<file path="src/rtl/shift_right_var.sv">
// Variable-amount arithmetic right shifter: log2 barrel-shifter mux stack
// followed by one output register (1-cycle latency, one result per clock).
module shift_right_var #(
  parameter int WORD_WIDTH  = 16,
  parameter int SHIFT_WIDTH = 4
) (
  input  logic                   clk,
  input  logic                   rst,
  input  logic                   in_valid,
  input  logic [WORD_WIDTH-1:0]  data_in,
  input  logic [SHIFT_WIDTH-1:0] shift_amount,
  output logic                   out_valid,
  output logic [WORD_WIDTH-1:0]  data_out
);

  // Valid-only handshake: a beat is accepted on every edge where in_valid=1;
  // out_valid is high for exactly the cycle after an accepted beat, no backpressure.

  logic [WORD_WIDTH-1:0] stage_data [SHIFT_WIDTH+1];

  assign stage_data[0] = data_in;

  for (genvar k = 0; k < SHIFT_WIDTH; k++) begin : g_stage
    localparam longint STEP = longint'(1) << k;
    logic [WORD_WIDTH-1:0] shifted;
    logic                  fill_bit;

    assign fill_bit = stage_data[k][WORD_WIDTH-1];

    // A stage whose step reaches the word width leaves only sign bits; never wrap.
    if (STEP >= longint'(WORD_WIDTH)) begin : g_sat
      assign shifted = {WORD_WIDTH{fill_bit}};
    end else begin : g_shift
      localparam int S = int'(STEP);
      assign shifted = {{S{fill_bit}}, stage_data[k][WORD_WIDTH-1:S]};
    end

    assign stage_data[k+1] = shift_amount[k] ? shifted : stage_data[k];
  end

  logic [WORD_WIDTH-1:0] data_out_q;
  logic [WORD_WIDTH-1:0] data_out_d;
  logic                  out_valid_q;
  logic                  out_valid_d;

  always_comb begin
    data_out_d  = data_out_q;
    out_valid_d = in_valid;
    if (in_valid) begin
      data_out_d = stage_data[SHIFT_WIDTH];
    end
  end

  always_ff @(posedge clk) begin
    if (rst) begin
      data_out_q  <= '0;
      out_valid_q <= 1'b0;
    end else begin
      data_out_q  <= data_out_d;
      out_valid_q <= out_valid_d;
    end
  end

  assign data_out  = data_out_q;
  assign out_valid = out_valid_q;

endmodule

</file>
<file path="config.mk">
export PLATFORM = sky130hd
export DESIGN_NAME = shift_right_var
export DESIGN_NICKNAME = d
export VERILOG_FILES = /design/src/rtl/shift_right_var.sv
export SDC_FILE = /design/constraint.sdc
export NUM_CORES = 1
export LEC_CHECK = 0
export ABC_AREA = 1
export ABC_CLOCK_PERIOD_IN_PS = 1160
export BUFFER_PORTS_ARGS = -buffer_cell sky130_fd_sc_hd__buf_2
export CELL_PAD_IN_SITES_DETAIL_PLACEMENT = 0
export CELL_PAD_IN_SITES_GLOBAL_PLACEMENT = 1
export CORE_ASPECT_RATIO = 0.75
export CORE_MARGIN = 5
export CORE_UTILIZATION = 34
export DETAILED_ROUTE_END_ITERATION = 16
export HOLD_SLACK_MARGIN = 0.1
export PLACE_DENSITY_LB_ADDON = 0.1
export RECOVER_POWER = 25
export SYNTH_ARGS = -nofsm -noshare
export SYNTH_HDL_FRONTEND = slang
export SYNTH_SLANG_ARGS = --single-unit
</file>
<file path="constraint.sdc">
create_clock -name clk -period 1.16 [get_ports clk]
set_input_delay 0.232 -clock clk [delete_from_list [all_inputs] [get_ports clk]]
set_output_delay 0.232 -clock clk [all_outputs]
set_load 0.005 [all_outputs]
</file>
==> run_results.csv, run 1 <==
group,metric,value,unit
floorplanning,coreArea,3680,sq um
drt,avgRoutedWirePerCell,12.3,um
cts,cts_num_sinks,17,
power_and_ir_drop,powerDensity,959,nW/um^2
power_and_ir_drop,max-vdd-ir-drop,0.514,mV
cts,cts_max_path_buffers,2,
drt,drt_wl_total,3780,um
cells_and_area,fin_cells,307,
timing,slew_viol_final,0,
placed_design,routabilityCongestion,0.835,
hold_path,hold_class,"in2reg",
floorplanning,die_y,63.7,um
critical_path,path_delay_family,"simple AND/OR/NAND/NOR gates",
logic_synthesis,synth_area,1310,sq um
critical_path,worstSetupEndpointType,"register",
logic_synthesis,synthArstFlopShare,0,%
cells_and_area,diodes,0,
logic_synthesis,synth.area.top_cells,"dfxtp_1 26%, nand2_1 21%, nand3_1 14%, nand3_2 6.1%, nor2_1 4.0%",
global_route,antenna_found_initial,0,
placed_design,dp_cells,303,
cells_and_area,area_delta_synth_final,29.2,%
job,cap_violations,0,
timing,rsz0062_at_grt,"no",
logic_synthesis,synth.avg_cell_area,6.37,sq um
timing,setup_viol,0,
logic_synthesis,synth_cells,205,
floorplanning,start_util,35.4,%
timing,finalHoldViolCount,0,
drt,drc,0,
global_route,grt_pass1_wl,6420,um
cts,root_buffer,"clkbuf_8",
critical_path,cp_slowest_cell,"buf_2",
logic_synthesis,ys.warnings.count,0,
timing,tightest_slew,0.362,ns
cts,cts_buffers,3,
placed_design,hpwl,3150,um
critical_path,crit_type,"in2reg",
floorplanning,num_io_pins,40,
timing,fin_crit,1.02,ns
logic_synthesis,synth_common_cells,"72 x nand2_1, 36 x nand3_1, 17 x dfxtp_1, 14 x nor2_1, 9 x o21ai_0",
global_route,grt_pass1_vias,1385,
global_route,grt_max_degree,16,
timing,finalClockSkew,0,ns
logic_synthesis,synth_top_flop_cell,"dfxtp_1",
cts,cts_tree,"built",
cts,clk_latency,0.25,ns
placed_design,port-buffer-count,39,
global_route,busiest_layer,"met1",
drt,ant_nets,0,
critical_path,critPathRequiredTime,1.32,ns
critical_path,cp_max_fo,8,
logic_synthesis,ys_seq_area_share,26.1,%
timing,fmax,0.979,GHz
power_and_ir_drop,total_power,1.62,mW
cells_and_area,layout.nets,279,
drt,viasPerCell,4.72,
logic_synthesis,synth_edf_count,0,
power_and_ir_drop,leakage,0.903,nW
global_route,met2_usage,22.1,%
logic_synthesis,yosysTopAreaCell,"dfxtp_1",
cts,holdBufCountCts,0,
global_route,grt_use_total,15.3,%
logic_synthesis,synth_top_area_share,26.1,%
logic_synthesis,synth_fp_nets,228,
floorplanning,dieWidth,81.6,um
run_status,status,"complete, no violations",
timing,finalSetupTns,0,ns
critical_path,cp_cell_sequence,"buf_2 -> buf_4 -> nand2_1 -> nand3_1 -> nand2_2 -> nand2_1 -> nand3_1 -> nand3_1 -> nand2_1 -> inv_1",
logic_synthesis,yosysMostFrequentCell,"nand2_1",
floorplanning,die_area,5190,sq um
global_route,grt.met3_usage,3.13,%
logic_synthesis,ys_seq_elements,17,
cells_and_area,drive_gt1_share,31.8,%
cts,clk_pin_slew,0.07,ns
drt,drt_first_iter_violations,78,
global_route,grt_use_met1,23.7,%
drt,vias,1449,
global_route,overflow,0,
cells_and_area,fillers,406,
floorplanning,core.rowCount,19,
critical_path,cp-start-kind,"input port",
cts,cts.htree.levels,1,
drt,dr.pass1.iters,4,
critical_path,crit_buf_inv,3,
timing,finalCritPeriodShare,88.0,%
timing,slew_headroom,75.9,%
logic_synthesis,yosysUniqueCellTypes,27,
critical_path,critical_path.max_stage_delay,0.17,ns
critical_path,cp.arrival,1.18,ns
repair_timing:
action / 4_1_cts / 5_1_grt
setup endpoints to repair: 0 / 1
buffers inserted: 0 / 0
resized for setup: 0 / 1
power breakdown:
| group | total (mW) | leakage (nW) | switching (mW) | internal [mW] |
|---|---|---|---|---|
| registers | 0.650 | 0.141 | 0.0205 | 0.629 |
| logic | 0.518 | 0.739 | 0.300 | 0.218 |
| clock network | 0.451 | 0.0228 | 0.207 | 0.244 |
flip-flops by register name, indices dropped and copies added, names as in the netlist:
name	cells
data_out	16
out_valid	1
metal layers:
metal | up-vias | wire length [um]
met2 | 33 | 1490
met1 | 636 | 2090
met4 | 0 | 17
met5 | - | 0
met3 | 5 | 178
li1 | 775 | -
path summary, 6_finish.rpt:
check	start	endpoint	slack, ns	depth (start not counted)
worst max-delay path	shift_amount[0]	data_out[2]	0.14	10
worst min register to register	data_out[15]	data_out[15]	0.50	2
worst max register to register	data_out[6]	data_out[6]	0.47	2
worst min-delay path	rst	out_valid	0.20	2
cell type report:
type	instances	area, sq um	share of cell area, %
multi-input cells	166	832	49.3
repair buffers	55	349	20.7
flip-flops and latches	17	340	20.2
well taps	52	65.1	3.85
inverters	13	56.3	3.34
clock buffers	4	45.0	2.67
per-stage QoR:
stage | hold WS [ns] | worst slack (ns) | utilization, % | cell area, sq um
after detailed placement | 0.463 | -0.128 | 44.6 | 1640
final | 0.197 | 0.139 | 45.8 | 1690
after floorplan | 0.304 | 0.0762 | - | 1310
after global routing | 0.199 | 0.00348 | 45.8 | 1690
after CTS | 0.196 | 0.135 | 45.8 | 1690
after global placement | 0.475 | -0.142 | 44.6 | 1640
layout by cell type (no fill, tap or decap), drive strengths merged:
master	count
nor3	1
dfxtp	17
o21ai	13
a21oi	9
nand2	79
nor2	15
a211oi	1
clkbuf	7
o211a	1
buf	52
o21a	1
o211ai	2
inv	13
nand3	44
logic make-up (layout without fill, tap and decap cells):
| group | Yosys count | in the layout | synth area share [%] |
|---|---|---|---|
| buffers and inverters | 22 | 72 | 10.4 |
| and+or+nand+nor | 139 | 139 | 50.8 |
| AOI/OAI and AO/OA | 27 | 27 | 12.7 |
| DFF | 17 | 17 | 26.1 |
Note: power is estimated with default switching activity, not from simulation.
==> run 2, diff against run 1 <==
--- a/config.mk
+++ b/config.mk
@@ -6,7 +6,7 @@
 export NUM_CORES = 1
 export LEC_CHECK = 0
 export ABC_AREA = 1
-export ABC_CLOCK_PERIOD_IN_PS = 1160
+export ABC_CLOCK_PERIOD_IN_PS = 1100
 export BUFFER_PORTS_ARGS = -buffer_cell sky130_fd_sc_hd__buf_2
 export CELL_PAD_IN_SITES_DETAIL_PLACEMENT = 0
 export CELL_PAD_IN_SITES_GLOBAL_PLACEMENT = 1
==> constraint.sdc (replaced) <==
create_clock -name clk -period 1.1 [get_ports clk]
set_input_delay 0.22 -clock clk [delete_from_list [all_inputs] [get_ports clk]]
set_output_delay 0.22 -clock clk [all_outputs]
set_load 0.005 [all_outputs]
==> run 2 against run 1 <==
  * Die area unchanged
  * Global-route usage up 0.78 points
  * Via count grew 0.97%
  * Setup slack got worse by 0.018 ns
  * First-iteration DRC count increased by 27%
  * Wire length rose by 1.5%
  * Sequential share of layout area decreased by 0.32 points
  * Sequential power is 5.5% higher
  * Non-clock buffer count is 3 higher
  * Total power is 5.6% higher
  * Core utilization is 0.75 points higher
  * Critical endpoint unchanged
==> run_results.csv, run 2 (synthesis gave the netlist of run 1 again) <==
group,metric,value,unit
run_status,status,"complete, no violations",
power_and_ir_drop,leakage,0.920,nW
critical_path,cp_slowest_cell,"clkbuf_4",
global_route,grt_pass1_vias,1407,
cells_and_area,area_delta_synth_final,31.3,%
global_route,grt_max_degree,16,
cells_and_area,diodes,0,
floorplanning,num_io_pins,40,
drt,viasPerCell,4.72,
critical_path,crit_type,"in2reg",
critical_path,cp.arrival,1.13,ns
global_route,overflow,0,
timing,fmax,1.02,GHz
placed_design,hpwl,3190,um
critical_path,r2r_cells,2,
critical_path,crit_end,"data_out[2]",
timing,tightest_slew,0.333,ns
cells_and_area,largest_register_ffs,16,
global_route,grt_use_total,16.1,%
critical_path,critical_path.startpoint,"shift_amount[0]",
placed_design,dpl-instance-area,1670,sq um
cells_and_area,drive_gt1_share,32.6,%
drt,avgRoutedWirePerCell,12.4,um
global_route,grt_pass1_wl,6600,um
timing,slew_headroom,77.8,%
cts,holdBufCountCts,0,
cts,clk_latency,0.25,ns
job,cap_violations,0,
critical_path,cp_cell_sequence,"clkbuf_4 -> buf_4 -> nand2_1 -> nand3_1 -> nand2_1 -> nand2_1 -> nand3_2 -> nand3_1 -> nand2_1 -> inv_1",
cts,cts_buffers,3,
drt,dr.pass1.iters,4,
cts,root_buffer,"clkbuf_8",
drt,drt_wl_total,3840,um
drt,vias,1463,
critical_path,cpMostUsedCell,"nand2_1",
floorplanning,dieWidth,81.6,um
cells_and_area,final_area,1720,sq um
critical_path,cp_num_cells,10,
cts,cts_num_sinks,17,
drt,ant_nets,0,
floorplanning,start_util,35.4,%
critical_path,timing.rr.start,"data_out[6]",
critical_path,path_delay_family,"simple AND/OR/NAND/NOR gates",
critical_path,critical_path.max_stage_delay,0.17,ns
critical_path,cp_max_fo,8,
timing,setup_viol,0,
placed_design,routabilityCongestion,0.845,
drt,drc,0,
cells_and_area,final_cell_mix,"72 x nand2_1, 35 x nand3_1, 35 x buf_2, 17 x dfxtp_1, 16 x buf_4",
global_route,antenna_found_initial,0,
critical_path,cp-start-kind,"input port",
timing,finalCritPeriodShare,89.0,%
cts,clk_pin_slew,0.07,ns
floorplanning,coreArea,3680,sq um
critical_path,worstSetupEndpointType,"register",
timing,finalHoldWorstSlack,0.192,ns
drt,drt_first_iter_violations,99,
critical_path,r2r_slack,0.38,ns
critical_path,rr_endpoint,"data_out[6]",
floorplanning,die_area,5190,sq um
timing,finalClockSkew,0,ns
cts,cts.htree.levels,1,
power_and_ir_drop,max-vdd-ir-drop,0.558,mV
timing,fin_crit,0.979,ns
hold_path,hold_class,"in2reg",
critical_path,crit_buf_inv,3,
cts,cts_tree,"built",
cells_and_area,fillers,407,
timing,slew_viol_final,0,
power_and_ir_drop,powerDensity,996,nW/um^2
floorplanning,core.rowCount,19,
floorplanning,die_y,63.7,um
critical_path,critPathRequiredTime,1.25,ns
cells_and_area,layout_commonest_cell,"nand2_1",
placed_design,port-buffer-count,39,
cells_and_area,layout.nets,282,
timing,rsz0062_at_grt,"no",
cts,cts_max_path_buffers,2,
timing,finalHoldViolCount,0,
-- run 2: cell types whose count changed in the layout (fill, tap and decap cells not counted) --
| cell | delta |
|---|---|
| nand2_2 | -1 |
| buf_2 | -1 |
| nand3_1 | -1 |
| nand3_2 | +1 |
| clkbuf_4 | +1 |
| buf_4 | +3 |
| nand2_1 | +1 |
-- run 2: worst min-delay path by stage --
stage | from | to | slack [ns] | cells after the start
2_1_floorplan | rst | out_valid | 0.29 | 1
3_3_place_gp | rst | data_out[15] | 0.46 | 2
3_5_place_dp | rst | out_valid | 0.46 | 2
4_1_cts | rst | out_valid | 0.19 | 2
5_1_grt | rst | data_out[15] | 0.20 | 2
6_report | rst | out_valid | 0.19 | 2
-- run 2: timing repair --
action                                  in CTS  in global routing
endpoints found under the setup margin       0                  4
setup buffers                                0                  0
gates resized for setup                      0                  2
-- run 2: per-layer routing --
| metal | up-vias | global-route usage, % | part of all wire [%] |
|---|---|---|---|
| li1 | 780 | - | - |
| met1 | 636 | 25.0 | 54 |
| met2 | 45 | 22.9 | 40 |
| met3 | 2 | 3.13 | 5.8 |
| met4 | 0 | 2.49 | 0.44 |
| met5 | - | 0 | 0 |
-- run 2: cell type report --
cell class | instances | area, sq um | area share [%]
Multi-Input combinational cell | 166 | 835 | 48.7
Tap cell | 52 | 65.1 | 3.79
Clock buffer | 4 | 45.0 | 2.63
Inverter | 13 | 56.3 | 3.28
Sequential cell | 17 | 340 | 19.8
Timing Repair Buffer | 58 | 374 | 21.8
-- run 2: where the power goes --
group	leakage [nW]	internal [mW]	switching, mW
clock	0.0228	0.257	0.212
sequential	0.141	0.664	0.0221
combinational	0.756	0.238	0.316
-- run 2: per-stage QoR --
| stage | power [mW] | utilization [%] | setup TNS (ns) | cells | setup WS (ns) |
|---|---|---|---|---|---|
| 3_3_place_gp | 1.26 | 45.2 | -1.90 | 306 | -0.187 |
| 5_1_grt | 1.83 | 46.6 | 0 | 310 | 0.00597 |
| 4_1_cts | 1.73 | 46.5 | 0 | 310 | 0.0766 |
| 2_1_floorplan | 1.03 | - | 0 | 205 | 0.0282 |
| 6_report | 1.71 | 46.6 | 0 | 310 | 0.121 |
| 3_5_place_dp | 1.26 | 45.2 | -1.93 | 306 | -0.180 |
